`config.mk`:
```
export PLATFORM = sky130hd
export DESIGN_NAME = rx_controller
export DESIGN_NICKNAME = d
export VERILOG_FILES = /design/src/rtl/rx_controller.sv
export SDC_FILE = /design/constraint.sdc
export NUM_CORES = 1
export LEC_CHECK = 0
export BUFFER_PORTS_ARGS = -buffer_cell sky130_fd_sc_hd__buf_2
export CAP_MARGIN = 10
export CORE_UTILIZATION = 55
export DETAILED_ROUTE_END_ITERATION = 7
export GPL_TIMING_DRIVEN = 0
export PLACE_DENSITY = 0.76
export SLEW_MARGIN = 20
export SYNTH_ARGS = -nofsm -noshare
export SYNTH_HDL_FRONTEND = slang
export SYNTH_SLANG_ARGS = --single-unit
```
`constraint.sdc`:
```
create_clock -name clk -period 1.8 [get_ports clk]
set_clock_uncertainty 0.1 [all_clocks]
set_input_delay 0.36 -clock clk [delete_from_list [all_inputs] [get_ports clk]]
set_output_delay 0.36 -clock clk [all_outputs]
set_load 0.03 [all_outputs]
```
`src/rtl/rx_controller.sv`:
```
`default_nettype none
// rx_controller: oversampled async serial receiver (start/data/stop/break) with
// read handshake, sticky framing-error and overrun flags. Rev 1.0
module rx_controller #(
  parameter int OVERSAMPLE = 16,
  parameter int DATA_BITS  = 8
) (
  input  logic                 clk,
  input  logic                 reset,
  input  logic                 serial_in,
  input  logic                 rd_ack,
  output logic [DATA_BITS-1:0] data_out,
  output logic                 char_ready,
  output logic                 framing_err,
  output logic                 overrun,
  output logic                 busy
);

  localparam int CNT_W = $clog2(OVERSAMPLE);
  localparam int BIT_W = (DATA_BITS > 1) ? $clog2(DATA_BITS) : 1;
  localparam logic [CNT_W-1:0] CNT_HALF = CNT_W'(OVERSAMPLE/2 - 1);
  localparam logic [CNT_W-1:0] CNT_LAST = CNT_W'(OVERSAMPLE - 1);
  localparam logic [BIT_W-1:0] BIT_LAST = BIT_W'(DATA_BITS - 1);

  localparam logic [2:0] S_IDLE  = 3'd0;
  localparam logic [2:0] S_START = 3'd1;
  localparam logic [2:0] S_DATA  = 3'd2;
  localparam logic [2:0] S_STOP  = 3'd3;
  localparam logic [2:0] S_BREAK = 3'd4;

  logic [2:0]           state_q, state_d;
  logic [CNT_W-1:0]     cnt_q, cnt_d;
  logic [BIT_W-1:0]     bit_q, bit_d;
  logic [DATA_BITS-1:0] shift_q, shift_d;
  logic [DATA_BITS-1:0] data_q, data_d;
  logic                 ready_q, ready_d;
  logic                 ferr_q, ferr_d;
  logic                 ovr_q, ovr_d;
  logic                 done;
  logic                 stop_bad;

  always_ff @(posedge clk) begin
    if (!reset) begin
      state_q <= S_IDLE;
      cnt_q   <= '0;
      bit_q   <= '0;
      shift_q <= '0;
      data_q  <= '0;
      ready_q <= 1'b0;
      ferr_q  <= 1'b0;
      ovr_q   <= 1'b0;
    end else begin
      state_q <= state_d;
      cnt_q   <= cnt_d;
      bit_q   <= bit_d;
      shift_q <= shift_d;
      data_q  <= data_d;
      ready_q <= ready_d;
      ferr_q  <= ferr_d;
      ovr_q   <= ovr_d;
    end
  end

  always_comb begin
    state_d  = state_q;
    cnt_d    = cnt_q;
    bit_d    = bit_q;
    shift_d  = shift_q;
    done     = 1'b0;
    stop_bad = 1'b0;
    case (state_q)
      S_IDLE: begin
        cnt_d = '0;
        if (!serial_in) state_d = S_START;
      end
      S_START: begin
        // Re-check the line at mid start bit to reject glitches
        if (cnt_q == CNT_HALF) begin
          cnt_d = '0;
          if (serial_in) begin
            state_d = S_IDLE;
          end else begin
            state_d = S_DATA;
            bit_d   = '0;
          end
        end else begin
          cnt_d = cnt_q + 1'b1;
        end
      end
      S_DATA: begin
        if (cnt_q == CNT_LAST) begin
          cnt_d   = '0;
          shift_d = {serial_in, shift_q[DATA_BITS-1:1]};
          if (bit_q == BIT_LAST) state_d = S_STOP;
          else                   bit_d   = bit_q + 1'b1;
        end else begin
          cnt_d = cnt_q + 1'b1;
        end
      end
      S_STOP: begin
        if (cnt_q == CNT_LAST) begin
          cnt_d = '0;
          if (serial_in) begin
            done    = 1'b1;
            state_d = S_IDLE;
          end else begin
            stop_bad = 1'b1;
            state_d  = S_BREAK;
          end
        end else begin
          cnt_d = cnt_q + 1'b1;
        end
      end
      S_BREAK: begin
        if (serial_in) state_d = S_IDLE;
      end
      default: state_d = S_IDLE;
    endcase
  end

  // A read acknowledged on the completion edge frees the buffer for the new character
  always_comb begin
    data_d  = data_q;
    ready_d = ready_q;
    ferr_d  = ferr_q;
    ovr_d   = ovr_q;
    if (done) begin
      if (!ready_q || rd_ack) begin
        data_d  = shift_q;
        ready_d = 1'b1;
      end else begin
        ovr_d = 1'b1;
      end
    end else if (rd_ack) begin
      ready_d = 1'b0;
      ovr_d   = 1'b0;
      ferr_d  = 1'b0;
    end
    if (stop_bad) ferr_d = 1'b1;
  end

  always_comb begin
    busy        = (state_q != S_IDLE);
    data_out    = data_q;
    char_ready  = ready_q;
    framing_err = ferr_q;
    overrun     = ovr_q;
  end

endmodule
`default_nettype wire

```
==> results of run 1 <==
==> metrics by stage <==
step / util, % / hold slack, ns / instance area, um2 / power (uW)
after global placement: 63.1 / 0.344 / 1400 / 709
after detailed placement: 63.1 / 0.348 / 1400 / 710
after CTS: 66.6 / 0.248 / 1470 / 1090
final: 68.0 / 0.264 / 1510 / 1070
after floorplan: - / 0.338 / 1290 / 696
after global routing: 68.0 / 0.258 / 1510 / 1110
==> worst register-to-register path, cell delays in order (launching register included) <==
cell and delay, ns:
dfxtp_1 0.39, ha_1 0.31, nand4b_4 0.19, or2_2 0.36, a21oi_1 0.16, o21bai_1 0.12
==> placed cells by master, fill, tap and decap left out, types with 3 or more instances in the layout <==
| cell type | instances |
|---|---|
| a21oi_1 | 3 |
| buf_2 | 13 |
| buf_4 | 4 |
| clkbuf_1 | 5 |
| clkbuf_4 | 5 |
| dfxtp_1 | 28 |
| ha_1 | 3 |
| mux2i_1 | 12 |
| nand2_1 | 18 |
| nand2b_1 | 3 |
| nand3_1 | 11 |
| nor2_1 | 6 |
| nor2b_1 | 12 |
| o21ai_0 | 10 |
| or3_1 | 3 |
==> kinds of logic after synthesis <==
group / share of synthesized area, %
multiplexers: 9.30
flip-flops: 45.0
AND/OR/NAND/NOR: 28.5
adder cells (fa/ha/maj): 2.91
AO/OA/AOI/OAI: 10.6
XOR/XNOR: 0.678
buffers and inverters: 3.10
==> area by class of cell <==
type	instances	area, um2	area share [%]
tap	28	35.0	2.33
clock buffer	6	41.3	2.74
sequential	29	582	38.7
clock inverter	2	10.0	0.665
timing repair buffer	19	126	8.40
buffer	6	40.0	2.66
multi-input combinational	102	671	44.6
==> Yosys cell counts, types with 2 or more instances <==
| cell | instances |
|---|---|
| mux2i_1 | 12 |
| nand2_1 | 18 |
| nor2b_1 | 12 |
| a22oi_1 | 2 |
| or3_1 | 3 |
| nor2_1 | 6 |
| nand3_1 | 11 |
| a21oi_1 | 3 |
| nand2b_1 | 3 |
| buf_2 | 2 |
| nor3b_1 | 2 |
| o21ai_0 | 10 |
| dfxtp_1 | 29 |
| clkbuf_1 | 5 |
| ha_1 | 3 |
==> report_power, final <==
| part | total, uW | switching [uW] | internal, uW |
|---|---|---|---|
| registers | 650 | 5.19 | 644 |
| logic | 46.3 | 28.2 | 18.1 |
| clock network | 374 | 226 | 148 |
==> repair_timing <==
item | 4_1_cts | 5_1_grt
endpoints found under the setup margin | 1 | 11
pin swaps | 1 | 3
gates resized for setup | 6 | 0
cloned | 0 | 0
buffers inserted | 1 | 4
==> worst paths after layout <==
path	start	endpoint	slack (ns)	cells after the start
worst max-delay path	state_q[2]	busy	0.06	3
worst min-delay path	serial_in	shift_q[7]	0.26	3
worst max register to register	cnt_q[0]	framing_err	0.12	5
worst min register to register	data_out[6]	data_out[6]	0.36	2
==> layer usage <==
layer | vias to the layer above | wire length [um]
met4 | 0 | 39
met2 | 23 | 1270
met5 | - | 0
met1 | 480 | 1110
li1 | 529 | -
met3 | 5 | 112
==> state kept, by name (all words and copies together) (netlist names) <==
register / count
overrun: 1
data_out: 8
char_ready: 1
bit_q: 3
framing_err: 1
state_q: 3
cnt_q: 4
shift_q: 8
==> results_dict.tcl, run 1 <==
set metrics [dict create \
    arrival_ns 1.28 \
    grt_pass1_wl_um 4150 \
    startpoint_type "flop" \
    ant_nets 0 \
    vias 1037 \
    drtIter0Drc 18 \
    insertion_delay_ns 0.33 \
    busiest_layer "met2" \
    min_period_over_period_pct 96.4 \
    yosys.area.top_type "dfxtp_1" \
    use_met1_pct 25.4 \
    grt_util_all_layers_pct 22.9 \
    clk_path_buf_depth 2 \
    synth_edf_count 0 \
    setup_viol_count_final 0 \
    stdcell_count 192 \
    synth.distinct_cells 33 \
    drtPass1Iterations 4 \
    async_flop_share_pct 0 \
    netlist_instances 139 \
    drive_above_1_share_pct 20.7 \
    fp.dieH_um 50.5 \
    power_density_nw_per_um2 711 \
    antenna_found_initial 0 \
    grt_remaining_overflow 0 \
    power.leakage_uw 0.000589 \
    critical-path-top-delay-family "flip-flops" \
    crit_buf_inv 2 \
    setup_ws_ns 0.0640 \
    syn_nets 146 \
    synth_top_flop_cell "dfxtp_1" \
    yosys_warnings 0 \
    maxCapViolCount 0 \
    portBuffers 14 \
    core_area_um2 2210 \
    slowest_stage "dfxtp_2" \
    fin_crit_ns 1.74 \
    drv_slew 0 \
    use_met2_pct 38.0 \
    rows 17 \
    hold_class "in2reg" \
    design.die.area_um2 2550 \
    cts_tree "done" \
    fmax_mhz 576 \
    gp_routability_congestion 0.844 \
    syn-cell-area_um2 1290 \
    route.detailed.drc 0 \
    drt-total-wl_um 2540 \
    setup_tns_ns 0 \
    area_growth_pct 16.6 \
    grt_pass1_vias 975 \
    cts_sinks 29 \
    pre_cts_slack_ns 0.0309 \
    fill_cells 187 \
    dp_cells 181 \
    rsz0062_at_grt "false" \
    grtUsageMet3_pct 9.09 \
    io_pins 16 \
    ir_drop_v 0.000631 \
    cp-end-kind "output port" \
    drt-vias-per-instance 5.40 \
    outcome "finished, final reports clean" \
    synth_top_cell_area_share_pct 45.0 \
    clk_pin_slew_ns 0.09 \
    dp_hpwl_um 1800 \
    crit_path_cell_trace "clkbuf_8 -> or3_1 -> buf_6" \
    critPathKind "reg2out" \
    ctsHoldBuffers 0 \
    grt_max_degree 11 \
    synth_seq_cells 29 \
    tightest_slew_ns 0.437 \
    slew_headroom_pct 70.9 \
    ys_seq_area_share_pct 45.0 \
    crit_fanout 10 \
    clockRootBuffer "clkbuf_4" \
    required_ns 1.34 \
    syn_area_per_cell_um2 9.29 \
    nets 170 \
    hold_viol_final 0 \
    start_util_pct 58.4 \
    synthTopCellsByArea "dfxtp_1, mux2i_1, nor2b_1, nand2_1, nand3_1" \
    dieWidth_um 50.5 \
    cts-buffers-inserted 5 \
    wl_per_cell_um 13.2 \
    antenna_cells 0 \
    slowest_delay_ns 0.33 \
    htreeDepth 2 \
]
Note: power is estimated with default switching activity, not from simulation.
==> run 2: changes to the inputs <==
--- a/config.mk
+++ b/config.mk
@@ -7,6 +7,7 @@
 export LEC_CHECK = 0
 export BUFFER_PORTS_ARGS = -buffer_cell sky130_fd_sc_hd__buf_2
 export CAP_MARGIN = 10
+export CORE_MARGIN = 5
 export CORE_UTILIZATION = 55
 export DETAILED_ROUTE_END_ITERATION = 7
 export GPL_TIMING_DRIVEN = 0
==> results_dict.tcl, run 2 (synthesis results as in run 1) <==
set metrics [dict create \
    htreeDepth 2 \
    drt-total-wl_um 2490 \
    setup_viol_count_final 0 \
    drtIter0Drc 24 \
    dieWidth_um 58.5 \
    ir_drop_v 0.000682 \
    design.die.area_um2 3420 \
    final_common_cell "dfxtp_1" \
    hold_class "in2reg" \
    design_area_um2 1480 \
    setup_tns_ns 0 \
    seq_area_um2 582 \
    grt_max_degree 11 \
    antenna_cells 0 \
    arrival_ns 1.28 \
    route.detailed.drc 0 \
    critPathKind "reg2out" \
    outcome "finished, final reports clean" \
    drive_above_1_share_pct 21.0 \
    cts_sinks 29 \
    grt_pass1_wl_um 4500 \
    clockRootBuffer "clkbuf_4" \
    area_growth_pct 14.4 \
    clk_pin_slew_ns 0.09 \
    core_area_um2 2230 \
    fp.dieH_um 58.5 \
    whs_ns 0.254 \
    power_density_nw_per_um2 734 \
    hold_viol_final 0 \
    drtPass1Iterations 4 \
    start_util_pct 57.8 \
    slew_headroom_pct 69.7 \
    rrSetupSlack_ns 0.12 \
    mostFrequentLayoutCells "dfxtp_1, nand2_1, buf_2" \
    grt_pass1_vias 1050 \
    gp_routability_congestion 0.740 \
    drv_slew 0 \
    power.leakage_uw 0.000572 \
    drt-vias-per-instance 5.33 \
    maxCapViolCount 0 \
    tightest_slew_ns 0.454 \
    insertion_delay_ns 0.33 \
    fill_cells 198 \
    startpoint_type "flop" \
    cp-end-kind "output port" \
    dp_hpwl_um 1790 \
    ant_nets 0 \
    finalPower_uw 1080 \
    pre_cts_slack_ns 0.0416 \
    fmax_mhz 575 \
    setup_ws_ns 0.0615 \
    vias 1012 \
    fin_crit_ns 1.74 \
    portBuffers 14 \
    cts_tree "done" \
    rsz0062_at_grt "false" \
    grt_util_all_layers_pct 17.5 \
    nets 168 \
    antenna_found_initial 0 \
    io_pins 16 \
    post_dp_cell_area_um2 1400 \
    multi_input_area_um2 676 \
    clk_path_buf_depth 2 \
    min_period_over_period_pct 96.6 \
    grt_remaining_overflow 0 \
    cts-buffers-inserted 5 \
    required_ns 1.34 \
    wl_per_cell_um 13.1 \
    rows 17 \
    crit_fanout 8 \
]
## run 2: cell types whose count changed in the layout (fill, tap and decap cells not counted), sizes merged
cell      change
clkinvlp      +1
clkbuf        -2
buf           -1
## run 2: repair_timing
item	4_1_cts	5_1_grt
buffers inserted	1	2
endpoints found under the setup margin	1	9
pin swaps	1	1
gates resized for setup	6	1
hold buffers	0	0
hold endpoints to repair	0	0
## run 2: layer usage
metal	part of all wire, %	up-vias	track usage (%)	wire length (um)
li1	-	526	-	-
met1	46	469	20.0	1140
met2	49	12	28.7	1210
met3	3.6	5	5.92	91
met4	2.2	0	9.27	55
met5	0	-	0	0
## run 2: layout make-up
cell class	instances	share of cell area, %
tap	28	2.37
timing repair buffer	17	6.69
clock inverter	3	1.19
buffer	6	2.12
sequential	29	39.4
clock buffer	5	2.54
multi-input combinational	102	45.7
## run 2: worst paths after layout
check,to,start,cells after the start
worst max-delay path,busy,state_q[0],2
worst min-delay path,shift_q[7],serial_in,3
worst max register to register,framing_err,cnt_q[0],5
worst min register to register,data_out[7],data_out[7],2
## run 2: worst max-delay path, cell delays in order, from the launching register on
cell,delay (ns)
dfxtp_1,0.40
or3_4,0.41
buf_6,0.14
## run 2: metrics by stage
| stage | util, % | cells |
|---|---|---|
| floorplan | - | 139 |
| global placement | 62.5 | 181 |
| detailed placement | 62.5 | 181 |
| CTS | 66.1 | 190 |
| global route | 66.2 | 190 |
| finish | 66.2 | 190 |
## run 2: where the power goes
group	switching, uW	internal (uW)	leakage [uW]
logic	28.4	19.5	0.000307
clock network	240	147	0.0000310
registers	5.44	645	0.000235
total	274	811	0.000572
